[config.mk]
export PLATFORM = sky130hd
export DESIGN_NAME = type_rule_cfg_ctrl
export DESIGN_NICKNAME = d
export VERILOG_FILES = /design/src/rtl/type_rule_cfg_ctrl.sv
export SDC_FILE = /design/constraint.sdc
export NUM_CORES = 1
export LEC_CHECK = 0
export CAP_MARGIN = 10
export CORE_ASPECT_RATIO = 1.5
export CORE_MARGIN = 3
export CORE_UTILIZATION = 35
export CTS_CLUSTER_DIAMETER = 50
export CTS_CLUSTER_SIZE = 30
export DETAILED_ROUTE_END_ITERATION = 8
export SYNTH_ARGS = -nofsm -noshare
export SYNTH_HDL_FRONTEND = slang
export SYNTH_SLANG_ARGS = --single-unit
[constraint.sdc]
create_clock -name i_clk -period 3.1 [get_ports i_clk]
set_clock_uncertainty 0.05 [all_clocks]
set_input_delay 0.62 -clock i_clk [delete_from_list [all_inputs] [get_ports i_clk]]
set_output_delay 0.62 -clock i_clk [all_outputs]
set_load 0.1 [all_outputs]
[src/rtl/type_rule_cfg_ctrl.sv]
// Control-plane loader for per-stage type-lookup rule tables: assembles rules from a
// 32-bit command stream and drives the shared one-hot rule write-enable and rule bus.

module type_rule_cfg_stage_dec #(
  parameter int RULE_NUM  = 8,
  parameter int STAGE_IDX = 0
) (
  input  logic                wr_one_i,
  input  logic                sweep_i,
  input  logic [7:0]          stage_i,
  input  logic [7:0]          rule_i,
  input  logic [7:0]          sweep_stage_i,
  output logic [RULE_NUM-1:0] wren_o
);
  logic stage_hit, sweep_hit;
  assign stage_hit = wr_one_i && (stage_i == 8'(STAGE_IDX));
  assign sweep_hit = sweep_i && (sweep_stage_i == 8'(STAGE_IDX));

  always_comb begin
    wren_o = '0;
    for (int r = 0; r < RULE_NUM; r++)
      wren_o[r] = (stage_hit && (rule_i == 8'(r))) || sweep_hit;
  end
endmodule

module type_rule_cfg_ctrl #(
  parameter int STAGE_NUM  = 4,
  parameter int RULE_NUM   = 8,
  parameter int RULE_WIDTH = 100   // packed type_rule_t width
) (
  input  logic                          i_clk,
  input  logic                          i_rst_n,
  input  logic                          i_cfg_valid,
  output logic                          o_cfg_ready,
  input  logic [31:0]                   i_cfg_data,
  output logic                          o_rsp_valid,
  input  logic                          i_rsp_ready,
  output logic [1:0]                    o_rsp_status,
  output logic                          o_busy,
  output logic [STAGE_NUM*RULE_NUM-1:0] o_rule_wren,
  output logic [RULE_WIDTH-1:0]         o_type_rule
);
  localparam int NBEAT = (RULE_WIDTH + 31) / 32;
  localparam int BW    = (NBEAT > 1) ? $clog2(NBEAT) : 1;
  localparam int SW    = (STAGE_NUM > 1) ? $clog2(STAGE_NUM) : 1;

  localparam logic [3:0] OP_WRITE = 4'd1;
  localparam logic [3:0] OP_INVAL = 4'd2;
  localparam logic [3:0] OP_CLEAR = 4'd3;

  localparam logic [1:0] ST_OK     = 2'd0;
  localparam logic [1:0] ST_BADADR = 2'd1;
  localparam logic [1:0] ST_BADOP  = 2'd2;

  typedef enum logic [2:0] {S_IDLE, S_DATA, S_WR, S_SWEEP, S_RESP} state_e;

  state_e                             state_q, state_d;
  logic [BW-1:0]                      beat_q, beat_d;
  logic [NBEAT*32-1:0]                buf_q, buf_d;
  logic [7:0]                         stage_q, stage_d;
  logic [7:0]                         rule_q, rule_d;
  logic [1:0]                         status_q, status_d;
  logic [SW-1:0]                      sweep_q, sweep_d;
  logic [RULE_WIDTH-1:0]              trule_q, trule_d;
  logic                               ready_q, ready_d;
  logic [STAGE_NUM-1:0][RULE_NUM-1:0] wren_q, wren_d;
  logic                               wr_one, sweep_en;

  logic unused_hdr_bits;
  assign unused_hdr_bits = ^{i_cfg_data[27:24], i_cfg_data[7:0]};

  function automatic logic addr_ok(input logic [7:0] s, input logic [7:0] r);
    return ({1'b0, s} < 9'(STAGE_NUM)) && ({1'b0, r} < 9'(RULE_NUM));
  endfunction

  always_comb begin
    state_d  = state_q;
    beat_d   = beat_q;
    buf_d    = buf_q;
    stage_d  = stage_q;
    rule_d   = rule_q;
    status_d = status_q;
    sweep_d  = sweep_q;
    trule_d  = trule_q;
    wr_one   = 1'b0;
    sweep_en = 1'b0;
    unique case (state_q)
      S_IDLE: if (i_cfg_valid) begin
        stage_d = i_cfg_data[23:16];
        rule_d  = i_cfg_data[15:8];
        beat_d  = '0;
        unique case (i_cfg_data[31:28])
          OP_WRITE: state_d = S_DATA;
          OP_INVAL: begin
            if (addr_ok(i_cfg_data[23:16], i_cfg_data[15:8])) begin
              state_d  = S_WR;
              status_d = ST_OK;
              trule_d  = '0;
              wr_one   = 1'b1;
            end else begin
              state_d  = S_RESP;
              status_d = ST_BADADR;
            end
          end
          OP_CLEAR: begin
            state_d  = S_SWEEP;
            status_d = ST_OK;
            sweep_d  = '0;
            trule_d  = '0;
            sweep_en = 1'b1;
          end
          default: begin
            state_d  = S_RESP;
            status_d = ST_BADOP;
          end
        endcase
      end
      S_DATA: if (i_cfg_valid) begin
        buf_d[32*beat_q +: 32] = i_cfg_data;
        if (beat_q == BW'(NBEAT-1)) begin
          // Out-of-range WRITE still drains every beat so the stream stays framed.
          if (addr_ok(stage_q, rule_q)) begin
            state_d  = S_WR;
            status_d = ST_OK;
            trule_d  = buf_d[RULE_WIDTH-1:0];
            wr_one   = 1'b1;
          end else begin
            state_d  = S_RESP;
            status_d = ST_BADADR;
          end
        end else begin
          beat_d = beat_q + 1'b1;
        end
      end
      S_WR: state_d = S_RESP;
      S_SWEEP: begin
        if (sweep_q == SW'(STAGE_NUM-1)) begin
          state_d = S_RESP;
        end else begin
          sweep_d  = sweep_q + 1'b1;
          sweep_en = 1'b1;
        end
      end
      S_RESP: if (i_rsp_ready) state_d = S_IDLE;
      default: state_d = S_IDLE;
    endcase
    ready_d = (state_d == S_IDLE) || (state_d == S_DATA);
  end

  // Enables are decoded from next-state fields so they land registered with the rule data.
  for (genvar s = 0; s < STAGE_NUM; s++) begin : g_stage
    type_rule_cfg_stage_dec #(.RULE_NUM(RULE_NUM), .STAGE_IDX(s)) u_dec (
      .wr_one_i      (wr_one),
      .sweep_i       (sweep_en),
      .stage_i       (stage_d),
      .rule_i        (rule_d),
      .sweep_stage_i (8'(sweep_d)),
      .wren_o        (wren_d[s])
    );
  end

  always_ff @(posedge i_clk or negedge i_rst_n) begin
    if (!i_rst_n) begin
      state_q  <= S_IDLE;
      beat_q   <= '0;
      buf_q    <= '0;
      stage_q  <= '0;
      rule_q   <= '0;
      status_q <= '0;
      sweep_q  <= '0;
      trule_q  <= '0;
      ready_q  <= 1'b0;
      wren_q   <= '0;
    end else begin
      state_q  <= state_d;
      beat_q   <= beat_d;
      buf_q    <= buf_d;
      stage_q  <= stage_d;
      rule_q   <= rule_d;
      status_q <= status_d;
      sweep_q  <= sweep_d;
      trule_q  <= trule_d;
      ready_q  <= ready_d;
      wren_q   <= wren_d;
    end
  end

  assign o_cfg_ready  = ready_q;
  assign o_rsp_valid  = (state_q == S_RESP);
  assign o_rsp_status = status_q;
  assign o_busy       = (state_q != S_IDLE);
  assign o_rule_wren  = wren_q;
  assign o_type_rule  = trule_q;
endmodule

# Word-level counts from Yosys, hierarchy flattened
# Cells that the tools add are included.
# op_classes
reduce_logical	86
addsub	3
mux	47
n_eq_ne	31
n_lt_le_gt_ge	4
shift	2
# op_table
cell	n
$mux 100	5
$pmux 100 s2	2
$bwmux 128	1
$shift 32x34->128 const A	1
$shiftx 32x34->128	1
$logic_and 1x1->1	42
$neg 7->34	1
$logic_or 1x1->1	33
$eq 8x2->1 const B	4
$eq 8x3->1 const B	4
$mux 8	4
$logic_not 8->1	3
$mux 3	7
$mux 2	9
$eq 8x1->1 const B	2
$lt 8x3->1 const B	2
$lt 8x4->1 const B	2
$pmux 3 s5	1
$ne 2x2->1 const B	6
$pmux 2 s2	3
$mux 1	11
$pmux 3 s3	1
$eq 2x2->1 const B	4
$eq 4x2->1 const B	2
17 further kinds	22
# totals
output_inout_bits	137
register_bits	286
in_bits	36

# Longest topological paths before layout
# Gate-level depths: netlist of run 1.
# logic_depth
depth_word	9
depth_mapped	8
depth_no_buf	7

# By module
# Synthesis of run 1 repeated with hierarchy kept, for this count alone.
# unflattened
hier_cells	1114
area_unflattened_um2	12324.3
# by_module_without_submodules
module	cells_each	seq_area_each_um2	n_inst	area_per_inst_um2
type_rule_cfg_ctrl	1018	6456.2	1	11513.5
type_rule_cfg_stage_dec (g_stage[1].u_dec ...)	24	0.0	2	207.7
type_rule_cfg_stage_dec (g_stage[3].u_dec)	24	0.0	1	198.9
type_rule_cfg_stage_dec (g_stage[0].u_dec)	24	0.0	1	196.4

# Least setup slack after synthesis of run 1
# No wires, ideal clock.
# synth_timing
path_type	register to output
from	reg state_q[0]
to	out o_rsp_valid
required_ns	2.430
path_stages_with_launch	4
arrival_ns	2.921
slack_ns	-0.491
cell_sequence	dfrtp_1 > buf_2 > clkbuf_1 > nor3b_1
# synth_between
elab_chain_len	1
# synth_rtl
item	line_no	source
from (decl)	57	state_e state_q, state_d;
from (signal assigned)	175	state_q <= state_d;
$eq 3x3->1	189	assign o_rsp_valid = (state_q == S_RESP);
to (decl)	36	output logic o_rsp_valid,
# No other way between the ends.

# Worst setup path in the final report of run 1
# layout_timing
from	in i_cfg_data[23]
to	reg trule_q[19] (netlist: o_type_rule[19])
# layout_between
elab_chain_len	6
# layout_rtl
item	line_no	source
from (decl)	35	input logic [31:0] i_cfg_data,
$shiftx 32x34->128	119	buf_d[32*beat_q +: 32] = i_cfg_data;
$bwmux 128	119	
$mux 100	122	if (addr_ok(stage_q, rule_q)) begin
$mux 100	120	if (beat_q == BW'(NBEAT-1)) begin
$mux 100	118	S_DATA: if (i_cfg_valid) begin
$pmux 100 s2	87	unique case (state_q)
to (signal assigned)	182	trule_q <= trule_d;
to (decl)	64	logic [RULE_WIDTH-1:0] trule_q, trule_d;
# Several ways; a longest one is shown, not always the timed one. The select of a mux whose other input is x is not followed.
# A chain may end at the register's enable or synchronous reset.

==> metrics.cfg, run 1 <==
[cells_and_area]
fillers = 3129
post-route-util = 0.449
diodes = 0
nNetsFinal = 1357
area_growth_pct = 25.7
drive_above_1_share = 0.256
stdcell_area_um2 = 14800

[synthesis]
ys_async_sr_fraction = 1.00
synth_top_family_by_area = simple AND/OR/NAND/NOR gates
synth_ff_type = dfrtp_1
synth_fa_ha_area_frac = 0.00637
yosysSeqAreaShare = 0.548
syn_nets = 1177
synthSimpleGateAreaFrac = 0.174
synth_compound_area_frac = 0.114
ys_types = 43
synth.top_cell.area_share = 0.548
yosys-top-cells-area = dfrtp_1 55%, mux2_4 8.9%, a21oi_1 8.8%, nor2_1 6.7%, nor2b_1 5.4%
synth_most_common_cell = dfrtp_1
synth.cell_area_um2 = 11800
ys.warnings.count = 0
synth_top_cell_by_area = dfrtp_1
syn-instance-count = 1135
synth_xor_area_frac = 0
muxShareOfSynthArea = 0.120
synth_common_cells = 258 x dfrtp_1, 210 x nor2_1, 207 x a21oi_1
avgSynthCellArea_um2 = 10.4
synth_edf_count = 0
ys_ff_latch = 258

[outcome]
outcome = complete, no violations

[critical_path]
worstPathArrival_ps = 3260
crit_top_cell = buf_4
r2r_slack_ps = 490
crit_required_ps = 3500
crit_buf_inv = 5
cp-end-kind = flip-flop
cp_max_fo = 34
crit_chain = clkdlybuf4s50_1 -> nor4_1 -> buf_4 -> nand3_1 -> buf_4 -> o311ai_4 -> buf_4 -> buf_12 -> mux2_2
critical-path-top-delay-family = buffers and inverters
start_kind = input pin
slowest_stage = nor4_1
worst-setup-path-type = input pin to flip-flop
crit_path_max_incr_delay_ps = 580

[global_route]
groute.usage.overall = 0.174
grt_max_degree = 201
gr-total-overflow = 0
antenna_found_initial = 0
grt_pass1_vias = 8702
grt_pass1_wl_um = 49800

[cts]
cts_tree = yes
cts_max_path_buffers = 3
clock-sinks = 258
insertion_delay_ps = 560
root_buffer = clkbuf_16
cts-htree-levels = 1
cts.reportedPaths.clkPinSlew_ps = 80
cts_buffers = 26

[sta]
period_minus_slack_ps = 2860
worst_hold_slack_ps = 429
slew_headroom = 0.372
rsz0062_at_grt = no
tightest_slew_ps = 942
slew_viol_final = 0
fin_crit_sh = 0.923
hold_viol = 0
fmax_mhz = 349
setup_viol = 0

[min_path]
hold_class = flip-flop to flip-flop

[pwr]
vdd_drop_max_mv = 0.417
power-per-cell-area_nw_per_um2 = 826
power_leakage_uw = 0.00696

[place]
portBuffers = 172
dp.final_hpwl_um = 21400
placed_area_um2 = 13800
gp_congestion = 0.784

[drt]
ant_nets = 0
drt_wl_total_um = 31500
drt-initial-drc-count = 509
drc_errors = 0
wl_per_cell_um = 18.0
dr.pass1.iters = 5
vias_per_cell = 5.03
vias = 8797

[floorplan]
row_count = 81
start_util = 0.358
fp.coreArea_um2 = 32900
die_area_um2 = 35900
die_h_um = 231
io_pins = 173
die_w_um = 156

[flow_run]
max_cap_violations = 0

kinds of logic after synthesis:
logic type | Yosys count
buffers and inverters | 79
AO/OA/AOI/OAI | 259
multiplexers | 102
flip-flops | 258
adder cells (fa/ha/maj) | 6
AND/OR/NAND/NOR | 431
what timing repair did:
item / 4_1_cts / 5_1_grt
setup endpoints to repair: 0 / 0
resized for setup: 0 / 0
buffers inserted: 0 / 0
hold buffers: 1 / 0
hold endpoints to repair: 43 / 0
worst reg2reg max path, stage by stage, from the launching register on:
cell	delay [ps]
dfrtp_1	570
inv_1	220
ha_2	380
nor4b_1	750
a21oi_1	200
nor2_1	210
mux2_4	180
cell usage in the layout (no fill, tap or decap), drive strengths merged, types with 2 or more instances in the layout:
master	instances
dfrtp	258
nor2	210
a21oi	207
buf	191
nor2b	101
mux2	100
nand2	65
o21ai	42
clkdlybuf4s50	34
clkbuf	27
nand3	14
inv	13
clkinv	10
nand3b	6
nor4b	6
ha	6
or3	4
nor4	4
nand4	4
nor3	4
o211ai	3
bufinv	3
nor3b	3
nand2b	2
mux2i	2
nor4bb	2
and2	2
o311ai	2
power breakdown:
part           switching, uW  internal, uW  total [uW]  leakage, uW
clock network           1580          1930        3510     0.000478
logic                   2550          1440        3990      0.00316
registers                472          4250        4720      0.00332
total                   4610          7610       12200      0.00696
state kept, by name (all words and copies together), names as in the netlist:
name	count
beat_q	2
o_cfg_ready	1
buf_q	100
o_rule_wren	32
state_q	3
stage_q	8
o_type_rule	100
rule_q	8
o_rsp_status	2
sweep_q	2
layer usage:
metal	up-vias	GRT usage	share of wire
met3	48	0.0234	0.044
li1	4199	-	-
met1	4326	0.224	0.42
met5	-	0	0
met2	224	0.300	0.51
met4	0	0.0574	0.029
layout make-up:
class                   instances  area [um2]  area share
clock buffers                  27         664      0.0449
clock inverters                21         322      0.0217
inverters                       5        18.8     0.00127
multi-input cells             798        4930       0.333
flip-flops and latches        258        6460       0.436
well taps                     415         519      0.0351
repair buffers                226        1890       0.128
through the flow:
stage	worst slack (ps)	total power, uW	instances	TNS, ps
3_3_place_gp	-280	8680	1701	-20340
4_1_cts	269	12400	1750	0
3_5_place_dp	-312	8800	1701	-24190
2_1_floorplan	498	7700	1135	0
5_1_grt	182	13000	1750	0
6_report	238	12200	1750	0
final timing paths:
| path | from | to | cells after the start |
|---|---|---|---|
| max reg2reg | beat_q[0]$_DFFE_PN0P_ | o_type_rule[99]$_DFFE_PN0P_ | 6 |
| max in group asynchronous | i_rst_n | o_type_rule[81]$_DFFE_PN0P_ | 3 |
| max | i_cfg_data[23] | o_type_rule[19]$_DFFE_PN0P_ | 9 |
| min | stage_q[4]$_DFF_PN0_ | stage_q[4]$_DFF_PN0_ | 2 |
| min reg2reg | stage_q[4]$_DFF_PN0_ | stage_q[4]$_DFF_PN0_ | 2 |
| min in group asynchronous | i_rst_n | o_type_rule[72]$_DFFE_PN0P_ | 2 |
(Power assumes the default switching activity.)
==> run 2: changes to the inputs <==
- ABC_CLOCK_PERIOD_IN_PS: not set -> 3100
==> results of run 2 <==
The final DEF is identical to that of run 1; final timing and power are the same.
==> run 3: changes to the inputs <==
- PLACE_DENSITY: not set -> 0.66
==> run 3 against run 2 <==
Compared with the run above:
- die area is the same
- via count fell by 0.17%
- global-route usage fell by 0.20 points
- final cell count rose by 0.17%
- power down 3.4%
- cell area down 0.55%
- register-to-register slack better by 110 ps
- routed wire length shrank 0.57%
- sequential share of layout area grew 0.24 points
- clock-buffer cell count fell by 4
- worst hold slack improved by 7.4 ps
- sequential cell count did not move
==> metrics.cfg, run 3 (synthesis gave the netlist of run 1 again) <==
[place]
placed_area_um2 = 13900  ; +0.54%
gp_congestion = 0.809  ; +3.2%
dp.final_hpwl_um = 21800  ; +2.0%
portBuffers = 172  ; unchanged

[global_route]
antenna_found_initial = 0  ; unchanged
groute.usage.overall = 0.172  ; -0.00195
grt_pass1_wl_um = 49200  ; -1.2%
grt_pass1_vias = 8804  ; +1.2%
grt_max_degree = 201  ; unchanged
gr-total-overflow = 0  ; unchanged

[drt]
ant_nets = 0  ; unchanged
drt-initial-drc-count = 520  ; +2.2%
drc_errors = 0  ; unchanged
wl_per_cell_um = 17.9  ; -0.74%
dr.pass1.iters = 5  ; unchanged
drt_wl_total_um = 31300  ; -0.57%
vias = 8782  ; -0.17%
vias_per_cell = 5.01  ; -0.34%

[critical_path]
start_kind = input pin
crit_top_cell = buf_4
cp-end-kind = flip-flop
cp_max_fo = 7  ; -79%
worstSetupStartpoint = i_cfg_data[23]
worstPathArrival_ps = 3100  ; -160 ps
r2r_start = state_q[1]$_DFF_PN0_
slowest_stage = nor4_1
crit_path_max_incr_delay_ps = 460  ; -120 ps
critical-path-top-delay-family = buffers and inverters
worst-setup-path-type = input pin to flip-flop
crit_required_ps = 3470  ; -30 ps
crit_buf_inv = 5  ; unchanged
crit_chain = clkdlybuf4s50_1 -> nor4_1 -> buf_4 -> nand3_1 -> buf_4 -> o311ai_4 -> buf_4 -> buf_4 -> mux2_2

[cells_and_area]
final_cell_mix = 258 x dfrtp_1, 210 x nor2_1, 207 x a21oi_1
area_growth_pct = 25.0
nNetsFinal = 1364  ; +0.52%
final_common_cell = dfrtp_1
drive_above_1_share = 0.258  ; +0.00167
post-route-util = 0.447  ; -0.00247
stdcell_area_um2 = 14700  ; -0.55%
diodes = 0  ; unchanged

[floorplan]
fp.coreArea_um2 = 32900  ; unchanged
row_count = 81  ; unchanged
die_w_um = 156  ; unchanged
die_h_um = 231  ; unchanged
start_util = 0.358  ; unchanged
die_area_um2 = 35900  ; unchanged
io_pins = 173  ; unchanged

[cts]
root_buffer = clkbuf_16
insertion_delay_ps = 560  ; about the same
cts_max_path_buffers = 3  ; unchanged
cts.reportedPaths.clkPinSlew_ps = 70  ; about the same
cts_setup_buffers = 0  ; unchanged
cts_tree = yes
cts-htree-levels = 1  ; unchanged
cts_buffers = 23  ; -12%
cts_resized = 0  ; unchanged
clock-sinks = 258  ; unchanged
hold_buffers = 1  ; unchanged

[sta]
setup_viol = 0  ; unchanged
fin_crit_sh = 0.880  ; -0.0432
fmax_mhz = 367  ; +4.9%
slew_headroom = 0.357  ; -0.0149
tightest_slew_ps = 964  ; +22.4 ps
period_minus_slack_ps = 2730  ; -134 ps
rsz0062_at_grt = no
worst_hold_slack_ps = 436  ; +7.36 ps
hold_viol = 0  ; unchanged
slew_viol_final = 0  ; unchanged

[pwr]
vdd_drop_max_mv = 0.452  ; +8.3%
power_leakage_uw = 0.00693  ; -0.44%
power-per-cell-area_nw_per_um2 = 802  ; -2.8%

[flow_run]
max_cap_violations = 0  ; unchanged

[min_path]
worstHoldStart = o_rsp_status[0]$_DFFE_PN0P_
hold_class = flip-flop to flip-flop

[outcome]
outcome = complete, no violations

==> run 3: cell types whose count changed in the layout (fill, tap and decap cells not counted), moves of 2 or more <==
cell | previous run | this run
clkbuf_16 | 26 | 23
inv_16 | 0 | 3
inv_6 | 3 | 1
bufinv_16 | 3 | 0
clkinv_8 | 8 | 3
inv_12 | 1 | 5
buf_4 | 182 | 192
==> run 3: final cells by class <==
cell class | instances | area, um2
fill | 3053 | 18200
timing repair buffer | 236 | 1970
multi-input combinational | 798 | 4930
clock inverter | 18 | 254
sequential | 258 | 6460
inverter | 5 | 18.8
clock buffer | 23 | 576
tap | 415 | 519
==> run 3: where the power goes <==
part	switching (uW)	leakage (uW)	internal, uW
registers	476	0.00332	4250
logic	2540	0.00320	1430
clock network	1590	0.000401	1530
total	4610	0.00693	7200
==> run 3: path summary, 6_finish.rpt <==
| check | to | slack, ps | cells after the start |
|---|---|---|---|
| worst max-delay path | o_type_rule[36]$_DFFE_PN0P_ | 370 | 9 |
| worst min-delay path | o_rsp_status[0]$_DFFE_PN0P_ | 440 | 1 |
| worst max register to register | o_rule_wren[6]$_DFF_PN0_ | 600 | 6 |
| worst min register to register | o_rsp_status[0]$_DFFE_PN0P_ | 440 | 1 |
| max in group asynchronous | buf_q[73]$_DFFE_PN0P_ | 1630 | 3 |
| min in group asynchronous | o_type_rule[56]$_DFFE_PN0P_ | 560 | 2 |
==> run 3: per-layer routing <==
metal | wire length [um] | up-vias | track usage
met2 | 16100 | 219 | 0.302
met1 | 12900 | 4313 | 0.216
met5 | 0 | - | 0
met3 | 1340 | 50 | 0.0233
li1 | - | 4200 | -
met4 | 1010 | 0 | 0.0597
==> run 3: through the flow <==
stage               std cells  total power [uW]  setup slack (ps)  setup TNS, ps
finish                   1753             11800               372              0
global route             1753             12600               249              0
CTS                      1753             11900               390              0
detailed placement       1711              8770              -167          -9860
global placement         1711              8640              -277         -21210
floorplan                1135              7700               498              0
